**src/rtl/mc_ctrl.sv**
```systemverilog
// Multi-cycle MIPS control FSM: sequences FETCH/DECODE/EXE/MEM/WB, drives datapath enables/selects, counts retires.
// Latency 2 (jumps/nop/illegal), 3 (beq), 4 (alu/sw), 5 (lw) cycles; no backpressure, free-running.
module mc_ctrl #(
  parameter int CNT_W = 32
) (
  input  logic             clk,
  input  logic             reset,
  input  logic [5:0]       opcode,
  input  logic [5:0]       funct,
  input  logic             zero,
  output logic             PCWr,
  output logic             IRWr,
  output logic [1:0]       NPCSel,
  output logic             RegWr,
  output logic [1:0]       RegDst,
  output logic [1:0]       WDSel,
  output logic             ALUSrc,
  output logic [2:0]       ALUOp,
  output logic [1:0]       EXTOp,
  output logic             MemWr,
  output logic             illegal,
  output logic             retire,
  output logic [CNT_W-1:0] instr_cnt
);

  localparam logic [5:0] OP_RTYPE = 6'b000000;
  localparam logic [5:0] OP_ORI   = 6'b001101;
  localparam logic [5:0] OP_LUI   = 6'b001111;
  localparam logic [5:0] OP_LW    = 6'b100011;
  localparam logic [5:0] OP_SW    = 6'b101011;
  localparam logic [5:0] OP_BEQ   = 6'b000100;
  localparam logic [5:0] OP_J     = 6'b000010;
  localparam logic [5:0] OP_JAL   = 6'b000011;
  localparam logic [5:0] FN_ADDU  = 6'b100001;
  localparam logic [5:0] FN_SUBU  = 6'b100011;
  localparam logic [5:0] FN_JR    = 6'b001000;
  localparam logic [5:0] FN_NOP   = 6'b000000;

  typedef enum logic [3:0] {
    S_FETCH  = 4'd0,
    S_DECODE = 4'd1,
    S_EXE    = 4'd2,
    S_MEM_RD = 4'd3,
    S_MEM_WR = 4'd4,
    S_WB_ALU = 4'd5,
    S_WB_MEM = 4'd6,
    S_BRANCH = 4'd7
  } state_t;

  typedef struct packed {
    logic       pc_wr;
    logic       ir_wr;
    logic [1:0] npc_sel;
    logic       reg_wr;
    logic [1:0] reg_dst;
    logic [1:0] wd_sel;
    logic       alu_src;
    logic [2:0] alu_op;
    logic [1:0] ext_op;
    logic       mem_wr;
    logic       illegal;
    logic       retire;
  } ctrl_t;

  state_t state, state_nxt;
  ctrl_t  ctl;

  logic is_rtype, is_addu, is_subu, is_jr, is_nop;
  logic is_ori, is_lui, is_lw, is_sw, is_beq, is_j, is_jal;
  logic uses_exe, legal;

  assign is_rtype = (opcode == OP_RTYPE);
  assign is_addu  = is_rtype && (funct == FN_ADDU);
  assign is_subu  = is_rtype && (funct == FN_SUBU);
  assign is_jr    = is_rtype && (funct == FN_JR);
  assign is_nop   = is_rtype && (funct == FN_NOP);
  assign is_ori   = (opcode == OP_ORI);
  assign is_lui   = (opcode == OP_LUI);
  assign is_lw    = (opcode == OP_LW);
  assign is_sw    = (opcode == OP_SW);
  assign is_beq   = (opcode == OP_BEQ);
  assign is_j     = (opcode == OP_J);
  assign is_jal   = (opcode == OP_JAL);
  assign uses_exe = is_addu || is_subu || is_ori || is_lui || is_lw || is_sw;
  assign legal    = uses_exe || is_beq || is_j || is_jal || is_jr || is_nop;

  // ALU/extender settings chosen in EXE, held through MEM_* and WB_*.
  logic [2:0] ex_alu_op;
  logic       ex_alu_src;
  logic [1:0] ex_ext_op;

  always_comb begin
    ex_alu_op  = 3'b000;
    ex_alu_src = 1'b0;
    ex_ext_op  = 2'b00;
    if (is_subu) begin
      ex_alu_op = 3'b001;
    end else if (is_ori) begin
      ex_alu_op  = 3'b010;
      ex_alu_src = 1'b1;
      ex_ext_op  = 2'b01;
    end else if (is_lui) begin
      ex_alu_op  = 3'b011;
      ex_alu_src = 1'b1;
      ex_ext_op  = 2'b10;
    end else if (is_lw || is_sw) begin
      ex_alu_src = 1'b1;
    end
  end

  always_ff @(posedge clk) begin
    if (reset) state <= S_FETCH;
    else       state <= state_nxt;
  end

  always_comb begin
    ctl       = '0;
    state_nxt = state;
    if (state inside {S_EXE, S_MEM_RD, S_MEM_WR, S_WB_ALU, S_WB_MEM}) begin
      ctl.alu_op  = ex_alu_op;
      ctl.alu_src = ex_alu_src;
      ctl.ext_op  = ex_ext_op;
    end
    case (state)
      S_FETCH: begin
        ctl.pc_wr = 1'b1;
        ctl.ir_wr = 1'b1;
        state_nxt = S_DECODE;
      end
      S_DECODE: begin
        if (uses_exe) begin
          state_nxt = S_EXE;
        end else if (is_beq) begin
          state_nxt = S_BRANCH;
        end else begin
          state_nxt  = S_FETCH;
          ctl.retire = 1'b1;
          ctl.illegal = !legal;
          if (is_j || is_jal) begin
            ctl.pc_wr   = 1'b1;
            ctl.npc_sel = 2'b10;
          end
          if (is_jal) begin
            ctl.reg_wr  = 1'b1;
            ctl.reg_dst = 2'b10;
            ctl.wd_sel  = 2'b10;
          end
          if (is_jr) begin
            ctl.pc_wr   = 1'b1;
            ctl.npc_sel = 2'b11;
          end
        end
      end
      S_EXE: begin
        if (is_lw)      state_nxt = S_MEM_RD;
        else if (is_sw) state_nxt = S_MEM_WR;
        else            state_nxt = S_WB_ALU;
      end
      S_MEM_RD: state_nxt = S_WB_MEM;
      S_MEM_WR: begin
        ctl.mem_wr = 1'b1;
        ctl.retire = 1'b1;
        state_nxt  = S_FETCH;
      end
      S_WB_ALU: begin
        ctl.reg_wr  = 1'b1;
        ctl.reg_dst = is_rtype ? 2'b01 : 2'b00;
        ctl.retire  = 1'b1;
        state_nxt   = S_FETCH;
      end
      S_WB_MEM: begin
        ctl.reg_wr = 1'b1;
        ctl.wd_sel = 2'b01;
        ctl.retire = 1'b1;
        state_nxt  = S_FETCH;
      end
      S_BRANCH: begin
        ctl.alu_op  = 3'b001;
        ctl.npc_sel = 2'b01;
        ctl.pc_wr   = zero;
        ctl.retire  = 1'b1;
        state_nxt   = S_FETCH;
      end
      default: state_nxt = S_FETCH;
    endcase
    if (reset) ctl = '0;
  end

  always_ff @(posedge clk) begin
    if (reset)           instr_cnt <= '0;
    else if (ctl.retire) instr_cnt <= instr_cnt + CNT_W'(1);
  end

  assign PCWr    = ctl.pc_wr;
  assign IRWr    = ctl.ir_wr;
  assign NPCSel  = ctl.npc_sel;
  assign RegWr   = ctl.reg_wr;
  assign RegDst  = ctl.reg_dst;
  assign WDSel   = ctl.wd_sel;
  assign ALUSrc  = ctl.alu_src;
  assign ALUOp   = ctl.alu_op;
  assign EXTOp   = ctl.ext_op;
  assign MemWr   = ctl.mem_wr;
  assign illegal = ctl.illegal;
  assign retire  = ctl.retire;

endmodule

```
**config.mk**
```make
export PLATFORM = sky130hd
export DESIGN_NAME = mc_ctrl
export DESIGN_NICKNAME = d
export VERILOG_FILES = /design/src/rtl/mc_ctrl.sv
export SDC_FILE = /design/constraint.sdc
export NUM_CORES = 1
export LEC_CHECK = 0
export CAP_MARGIN = 20
export CORE_ASPECT_RATIO = 0.9
export CORE_MARGIN = 2
export CORE_UTILIZATION = 47
export DETAILED_ROUTE_END_ITERATION = 12
export HOLD_SLACK_MARGIN = 0.1
export PLACE_DENSITY = 0.84
export SLEW_MARGIN = 20
export SYNTH_ARGS = -nofsm -noshare
export SYNTH_HDL_FRONTEND = slang
export SYNTH_SLANG_ARGS = --single-unit
```
**constraint.sdc**
```tcl
create_clock -name clk -period 3.1 [get_ports clk]
set_clock_uncertainty 0.05 [all_clocks]
set_input_delay 0.62 -clock clk [delete_from_list [all_inputs] [get_ports clk]]
set_output_delay 0.62 -clock clk [all_outputs]
set_load 0.01 [all_outputs]
```
==> run metrics, run 1 <==
status completed; Starting Density 49.94%; share of the synthesized area in the top cell type 33.53%; Skew-Pair Late Insertion Delay 0.29 ns; RR Startpoint state[1]; Commonest cells post-synth dfxtp_1 (35), nor2_1 (29), a21oi_1 (22); post-synthesis sequential area ratio 33.53%; Vias 2331; asr flop ratio synth 0%; worst hold margin 0.4397 ns; GRT Util Overall approximately a quarter; pre-CTS worst setup slack -0.7628 ns; global-route wire length before repair approximately 10000 um; Synth Cell Area 0.002090 sq mm; Post-synth EDFFs 0; Required @ worst endpoint 2.43 ns; Setup crit start kind primary input; area of the multi-input gates between 0.001 and 0.0015 sq mm; Layout Utilization 75.42%; Final Max Slew Viols 0; most area-consuming cells after synthesis dfxtp_1 (34%), a21oi_1 (5.3%), nor2_1 (5.2%); Reg2Reg Depth 10; final setup margin between 0.07 and 0.08 ns; Hold Crit Depth 2; # H-tree levels 2; non-filler cells, final 412; Hold Crit Start instr_cnt[31]; minimum clock period 3.020 ns; slowest cell on the critical path clkdlybuf4s50_1; Critical Path AT 2.35 ns; Vias per Instance 5.658; Max FO, Critical Path 2; antenna violations before repair 0; max incr delay on CP approximately 0.42 ns; Nets roughly 370; CTS Sinks 35; largest net degree at the start of global routing 37; Post-Synthesis Cells 263; core area 0.004184 sq mm; final wirelength 6349 um; Syn. warnings 0; # DRC 0; share of post-route cells with drive strength above 1 18.75%; FF-to-FF End instr_cnt[25]; Netlist cell types 46; DP Cell Count 399; Max Root-Sink Buffers 2; Yosys top cell by area dfxtp_1; FF-to-FF setup slack 0.55 ns; Crit path max-delay family buffers and inverters; I/O pin cnt 65; drt pass-1 iters 4; DRT antenna net count 0; critical-path cell list clkdlybuf4s50_1 -> nor3_2 -> buf_4 -> and2_1 -> nand3_1 -> nor3_1 -> a21oi_1 -> nor3b_1 -> dlygate4sd2_1; Final Hold Vio Count 0; Pwr per Cell Area 303.1 mW/mm^2; Hold Path End instr_cnt[31]; Synth Register Bits 35; Slew @ Worst Pin between 0.5 and 0.6 ns; post-DP HPWL 4435 um; leakage power 1.198 nW; Mean Syn Cell Area between 7 and 8 sq um; GRT overflow 0; die area ~0.005 sq mm; Area Overhead vs Synth 51.02%; number of fillers in the final layout 315; Row Count 22; Hold Buf Count CTS 0; IO buf count 63; critical path type in2out; Routed WL per cell 15.41 um; Clock transition at path regs 0.07 ns; CP endpoint kind output port; CTS tree done; final setup fails 0; Max-Cap Viols 0; most common cell in the netlist dfxtp_1; Most used DFF post-synth dfxtp_1; vias in the first global route ~2200; Max Clock Freq 331.1 MHz; WP buf/inv 3; Post-Synthesis Net Count 283; initial DRC count approximately 170; fin crit share 97.43%; Die W ~74 um; maximum VDD drop 0.1972 mV; TritonCTS buffer count 5; FF+latch area 700.7 sq um; GP Congestion 0.8844; Hold/Removal Path Class reg2reg; Rel. slew slack 65.12%; Chip Height 67.26 um; n_diodes 0; Root Buffer clkbuf_8
[final cells by class]
cell class	count	area share [%]
inverters	8	0.9516
flip-flops and latches	35	22.20
multi-input cells	205	44.21
repair buffers	96	27.08
well taps	60	2.379
clock buffers	8	3.172
[cells by family after synthesis]
| group | count (synthesis) | share of synthesized area [%] |
|---|---|---|
| and+or+nand+nor | 114 | 29.70 |
| AOI/OAI and AO/OA | 68 | 21.80 |
| DFF | 35 | 33.53 |
| buffers and inverters | 23 | 4.611 |
| xor gates and xnor gates | 16 | 6.706 |
| adders and majority gates | 5 | 2.994 |
| other | 1 | 0.1795 |
| muxes | 1 | 0.4791 |
[power breakdown]
part	total (W)	switching (W)	internal [W]	leakage, nW
Combinational	0.000134	0.0000666	0.0000677	0.864
Clock	0.000363	0.000160	0.000203	0.0515
Sequential	0.000459	0.00000496	0.000454	0.282
Total	0.000956	0.000232	0.000725	1.20
[through the flow]
stage               cell area (sq um)  TNS (ns)  power [W]
floorplan                        2090         0  0.0005219
global route                     3156  -0.06813  0.0009926
detailed placement               2939    -9.818  0.0005882
global placement                 2939    -8.178  0.0005865
CTS                              3105         0  0.0009552
finish                           3156         0  0.0009564
[flip-flops by register name (all words and copies together), names as in the netlist]
signal / flops
instr_cnt: 32
state: 3
[layer usage]
layer	vias up	routed length (um)	GRT usage, %	share of wire [%]
met5	-	0	0	0
met4	0	93	9.152	1.5
met3	13	313	4.776	4.9
met2	72	3003	44.20	47
met1	1103	2938	34.58	46
li1	1143	-	-	-
[worst register-to-register path, cell delays in order (launching register included)]
cell and delay (ns):
dfxtp_1 0.38, buf_4 0.19, nor2_1 0.17, o311ai_4 0.13
buf_4 0.15, buf_6 0.11, nor4_4 0.25, buf_4 0.19
o211ai_2 0.14, or4_1 0.55, a21oi_1 0.16
[worst max-delay path by stage]
| stage | slack [ns] | to | depth (start not counted) | from |
|---|---|---|---|---|
| finish | 0.08 | NPCSel[0] | 9 | funct[2] |
| global route | -0.07 | NPCSel[0] | 9 | funct[2] |
| CTS | 0.01 | PCWr | 10 | opcode[5] |
| detailed placement | -0.76 | RegWr | 8 | opcode[4] |
| global placement | -0.60 | RegWr | 8 | opcode[4] |
| floorplan | 0.1 | RegWr | 7 | opcode[2] |
[what timing repair did]
item,in CTS,in global routing
setup buffers,5,2
endpoints found under the setup margin,20,8
pin swaps,5,6
gates resized for setup,63,11
[cells in the final DEF, fill, tap and decap left out, types with 3 or more instances in the layout]
master and instances:
clkdlybuf4s50_1 39, dfxtp_1 35, buf_4 33, nor2_1 29, a21oi_1 22, nand2_1 17, o21ai_0 17, or3_1 14
xor2_1 12, nand3_1 9, inv_1 8, nand4_1 8, dlygate4sd2_1 8, nor3_1 7, clkbuf_8 7, o211ai_1 6
o2111ai_1 6, buf_2 6, ha_1 5, dlymetal6s2s_1 5, xnor2_1 4, o31ai_1 4, and3_1 3, and2_1 3
or4_1 3
Power figures use the tool's default switching activity.
==> run 2: changes to the inputs <==
PLACE_DENSITY = 0.77   (was 0.84)
==> run metrics, run 2 (synthesis results as in run 1) <==
IO buf count between 60 and 70; CP endpoint kind output port; CTS Sinks 35; Hold Crit Start instr_cnt[31]; Hold Path End instr_cnt[31]; critical-path cell list clkdlybuf4s50_1 -> nor4bb_4 -> and3_1 -> or2_4 -> nor3_4 -> nor4b_2 -> clkdlybuf4s15_1; Root Buffer clkbuf_8; Rel. slew slack between 60% and 70%; max incr delay on CP 0.42 ns; Routed WL per cell 14.71 um; RSZ-0062 raised after global routing yes; Skew-Pair Late Insertion Delay 0.29 ns; drt pass-1 iters 4; n_diodes 0; Clock transition at path regs 0.06 ns; I/O pin cnt 65; TritonCTS buffer count 5; DRT antenna net count 0; Area Overhead vs Synth 51.26%; Row Count 22; dpl cell area 0.002954 sq mm; initial DRC count 141; GRT overflow 0; Hold/Removal Path Class reg2reg; Design Area, Final 0.003161 sq mm; Setup crit start kind primary input; critical path depth 7; global-route wire length before repair about 9800 um; Max Clock Freq about 330 MHz; final wirelength 6121 um; pre-CTS worst setup slack -0.7255 ns; Chip Height 67.26 um; most flop-heavy register instr_cnt; WP buf/inv 2; minimum clock period 3.070 ns; FF-to-FF End instr_cnt[25]; # DRC 0; Max FO, Critical Path 4; Nets 375; critical path type in2out; max FFs per register 32; Max-Cap Viols 0; GRT Util Overall 25.28%; number of fillers in the final layout 336; Vias per Instance 5.642; core area approximately 0.0042 sq mm; fin crit share 99.04%; CTS tree done; # H-tree levels 2; maximum VDD drop 0.2577 mV; RR Startpoint state[1]; share of post-route cells with drive strength above 1 18.26%; Hold Crit Depth 2; Vias 2347; leakage power 1.207 nW; Reg2Reg Depth 10; largest registers instr_cnt: 32 flops, state: 3 flops; Critical Path AT 2.40 ns; Required @ worst endpoint 2.43 ns; Crit path max-delay family simple AND/OR/NAND/NOR gates; FF-to-FF setup slack roughly 0.58 ns; Layout Utilization 75.54%; FF+latch area around 700 sq um; commonest non-fill, non-tap cells in the layout clkdlybuf4s50_1 (41), dfxtp_1 (35), buf_4 (35); Starting Density 49.94%; largest net degree at the start of global routing 35; DP Cell Count 401; Pwr per Cell Area between 200 and 300 mW/mm^2; total power 0.0009104 W; Max Root-Sink Buffers 2; antenna violations before repair 0; commonest non-fill, non-tap cell in the layout clkdlybuf4s50_1; slowest cell on the critical path clkdlybuf4s50_1; GP Congestion 0.8707; post-DP HPWL around 4300 um; final setup fails 0; area of the multi-input gates 0.001381 sq mm; die area roughly 0.005 sq mm; non-filler cells, final 416; Die W 74.29 um; Final Hold Vio Count 0; Final Max Slew Viols 0; status completed; vias in the first global route 2127; final setup margin 0.02979 ns; Slew @ Worst Pin 0.5222 ns
## run 2: how the worst max path moves through the flow
stage / slack, ns / endpoint / start
finish: 0.03 / WDSel[1] / funct[5]
global route: -0.08 / NPCSel[0] / opcode[5]
CTS: 0.02 / instr_cnt[25] / funct[5]
detailed placement: -0.73 / RegWr / opcode[5]
global placement: -0.63 / RegWr / opcode[5]
floorplan: 0.1 / RegWr / opcode[2]
## run 2: per-stage QoR
step                      hold WS (ns)  setup TNS, ns
after detailed placement        0.4243         -10.56
after CTS                       0.4328              0
final                           0.4359              0
after global placement          0.4160         -9.224
after floorplan                 0.4475              0
after global routing            0.4583        -0.1062
## run 2: layout make-up
class	instances	share of cell area [%]
clock inverter	1	0.1584
sequential	35	22.17
clock buffer	7	2.415
inverter	8	0.9501
tap	60	2.375
multi-input combinational	205	43.71
timing repair buffer	100	28.23
## run 2: timing repair
action                                  in CTS  in global routing
endpoints found under the setup margin      22                 25
hold buffers                                 0                  0
resized for setup                           47                 11
setup buffers                                3                  4
pin swaps                                    7                  3
## run 2: power by group
part / internal, W / switching, W / leakage [nW]
sequential: 0.000454 / 0.00000553 / 0.282
combinational: 0.0000682 / 0.0000654 / 0.882
clock: 0.000158 / 0.000160 / 0.0422
total: 0.000680 / 0.000230 / 1.21
## run 2: worst reg2reg max path: stages, from the launching register on
cell      delay, ns
dfxtp_1        0.32
buf_4          0.17
nor2_1         0.18
o311ai_4       0.14
buf_4          0.16
buf_6          0.11
nor4_4         0.23
buf_4          0.24
o211ai_2       0.17
or4_1          0.55
a21oi_1        0.14
## run 2: metal layers
layer	GRT usage, %	routed length (um)	vias up
met2	39.73	2821	66
met1	35.16	2914	1114
met3	4.925	285	11
met5	0	0	-
li1	-	-	1156
met4	7.813	100	0
==> run 3: changes to the inputs <==
ABC_AREA = 1   (was not set)
CORE_UTILIZATION = 50   (was 47)
==> run metrics, run 3 <==
Chip Height 72.95 um; RR Startpoint state[1]; Syn. warnings 0; critical-path cell list dlygate4sd2_1 -> nor2_4 -> buf_4 -> inv_1 -> nor3_2 -> buf_4 -> nand2_1 -> nor2_1 -> clkdlybuf4s50_1; initial DRC count approximately 160; GRT overflow 0; Final Max Slew Viols 0; Slew @ Worst Pin 0.5346 ns; sw frac 27.51%; dpl cell area roughly 0.0034 sq mm; maximum VDD drop 0.1879 mV; core area 0.005161 sq mm; Max Clock Freq 341.0 MHz; worst hold margin 0.4500 ns; DRT antenna net count 0; CTS Sinks 35; Final Hold Vio Count 0; Starting Density 51.18%; most flop-heavy register instr_cnt; drt pass-1 iters 4; asr flop ratio synth 0%; Max-Cap Viols 0; vias in the first global route approximately 2800; Area Overhead vs Synth 34.72%; Most used DFF post-synth dfxtp_1; n_diodes 0; share of post-route cells with drive strength above 1 14.45%; GRT Util Overall between 20% and 30%; largest net degree at the start of global routing 54; max incr delay on CP 0.57 ns; Netlist cell types 33; most common cell in the netlist nand2_1; sequential share of power 46.5%; area of the multi-input gates ~0.0017 sq mm; minimum clock period around 3 ns; Hold Buf Count CTS 0; # H-tree levels 2; P_int slightly above 0.0007 W; Die W 80.61 um; clock power share a little under two fifths; Setup crit start kind primary input; P_sw 0.0002721 W; # DRC 0; commonest non-fill, non-tap cells in the layout nand2_1 (125), nor2_1 (91), inv_1 (50); final setup fails 0; antenna violations before repair 0; final wirelength 7226 um; CTS tree done; post-DP HPWL approximately 5500 um; Pwr per Cell Area 278.0 mW/mm^2; Row Count 25; Vias per Instance 5.092; Root Buffer clkbuf_8; Hold Crit Start instr_cnt[31]; Commonest cells post-synth nand2_1 (126), nor2_1 (94), inv_1 (50); commonest non-fill, non-tap cell in the layout nand2_1; CP endpoint kind output port; logic gate share of total power roughly 15%; Post-Synthesis Cells 451; Mean Syn Cell Area 5.857 sq um; IO buf count 63; Critical Path End EXTOp[1]; Hold/Removal Path Class reg2reg; FF-to-FF setup slack 1.23 ns; Routed WL per cell 12.04 um; max FFs per register 32; post-synthesis sequential area ratio 26.53%; largest registers instr_cnt: 32 flops, state: 3 flops; Synth Cell Area 0.002641 sq mm; number of fillers in the final layout 481; Design Area, Final 0.003558 sq mm; Synth Register Bits 35; Max FO, Critical Path 4; most area-consuming cells after synthesis dfxtp_1 (27%), nand2_1 (18%), nor2_1 (13%); Skew-Pair Late Insertion Delay 0.29 ns; GP Congestion between 0.8 and 0.9; Required @ worst endpoint 2.43 ns; Max Root-Sink Buffers 2; Post-synth EDFFs 0; Critical Path AT 2.26 ns; Yosys top cell by area dfxtp_1; Top cell by count, worst path buf_4; Reg2Reg Depth 10; fin crit share a little over nine tenths; FF+latch area 703.2 sq um; Nets roughly 550; Rel. slew slack 64.36%; Clock transition at path regs 0.07 ns; die area 0.005881 sq mm; critical path type in2out; I/O pin cnt 65; slowest cell on the critical path clkdlybuf4s50_1; Vias 3055; status completed; RSZ-0062 raised after global routing no; leakage power 1.488 nW; CP startpoint opcode[4]; TritonCTS buffer count 5; global-route wire length before repair 12150 um; FF-to-FF End instr_cnt[25]; Post-Synthesis Net Count between 400 and 500; share of the synthesized area in the top cell type 26.53%
-- run 3: timing repair --
item                                    4_1_cts  5_1_grt
buffers inserted                              1        2
cloned                                        0        0
endpoints found under the setup margin       13        5
gates resized for setup                      16       11
pin swaps                                     1        2
-- run 3: worst max-delay path: cells and delay by family --
family                 cells  cell delay, ns
buffers and inverters      5            1.19
and+or+nand+nor            4            0.45
-- run 3: metal layers --
| layer | up-vias | global-route usage (%) | wire length [um] |
|---|---|---|---|
| met5 | - | 0 | 0 |
| met1 | 1381 | 36.01 | 3366 |
| met2 | 91 | 41.48 | 3343 |
| li1 | 1575 | - | - |
| met3 | 8 | 4.455 | 447 |
| met4 | 0 | 7.533 | 68 |
-- run 3: layout make-up --
type	count	share of cell area, %
Multi-Input combinational cell	348	46.77
Timing Repair Buffer	84	22.08
Sequential cell	35	19.76
Inverter	58	6.118
Clock buffer	7	2.707
Tap cell	67	2.356
Clock inverter	1	0.2110
-- run 3: cell families after synthesis --
group                    Yosys count  share of synthesized area [%]
AND/OR/NAND/NOR                  315                          54.19
buffers and inverters             68                          11.46
flip-flops                        35                          26.53
AO/OA/AOI/OAI                     27                          5.306
adder cells (fa/ha/maj)            5                          2.369
other                              1                         0.1420
-- run 3: worst min path at each step --
stage / to / slack, ns / cells after the start
global route: instr_cnt[31] / 0.50 / 2
detailed placement: instr_cnt[31] / 0.44 / 2
global placement: instr_cnt[31] / 0.42 / 2
finish: instr_cnt[31] / 0.45 / 2
CTS: instr_cnt[31] / 0.45 / 2
floorplan: instr_cnt[31] / 0.45 / 2
-- run 3: through the flow --
stage / utilization, % / setup TNS (ns) / worst slack, ns / total power (W) / cells
final: 68.95 / 0 / 0.1674 / 0.0009892 / 600
after global routing: 68.95 / 0 / 0.06815 / 0.001030 / 600
after CTS: 68.12 / 0 / 0.003439 / 0.0009936 / 598
after detailed placement: 65.99 / -1.096 / -0.1563 / 0.0006171 / 589
after global placement: 65.99 / -0.3129 / -0.07992 / 0.0006146 / 589
after floorplan: - / 0 / 0.9198 / 0.0005660 / 451
-- run 3: power groups by stage --
stage          Clock [W]  Combinational [W]  Sequential (W)
6_report        0.000379           0.000150        0.000460
5_1_grt         0.000405           0.000164        0.000461
4_1_cts         0.000387           0.000146        0.000460
3_5_place_dp           0           0.000146        0.000471
3_3_place_gp           0           0.000144        0.000471
2_1_floorplan          0          0.0000948        0.000471
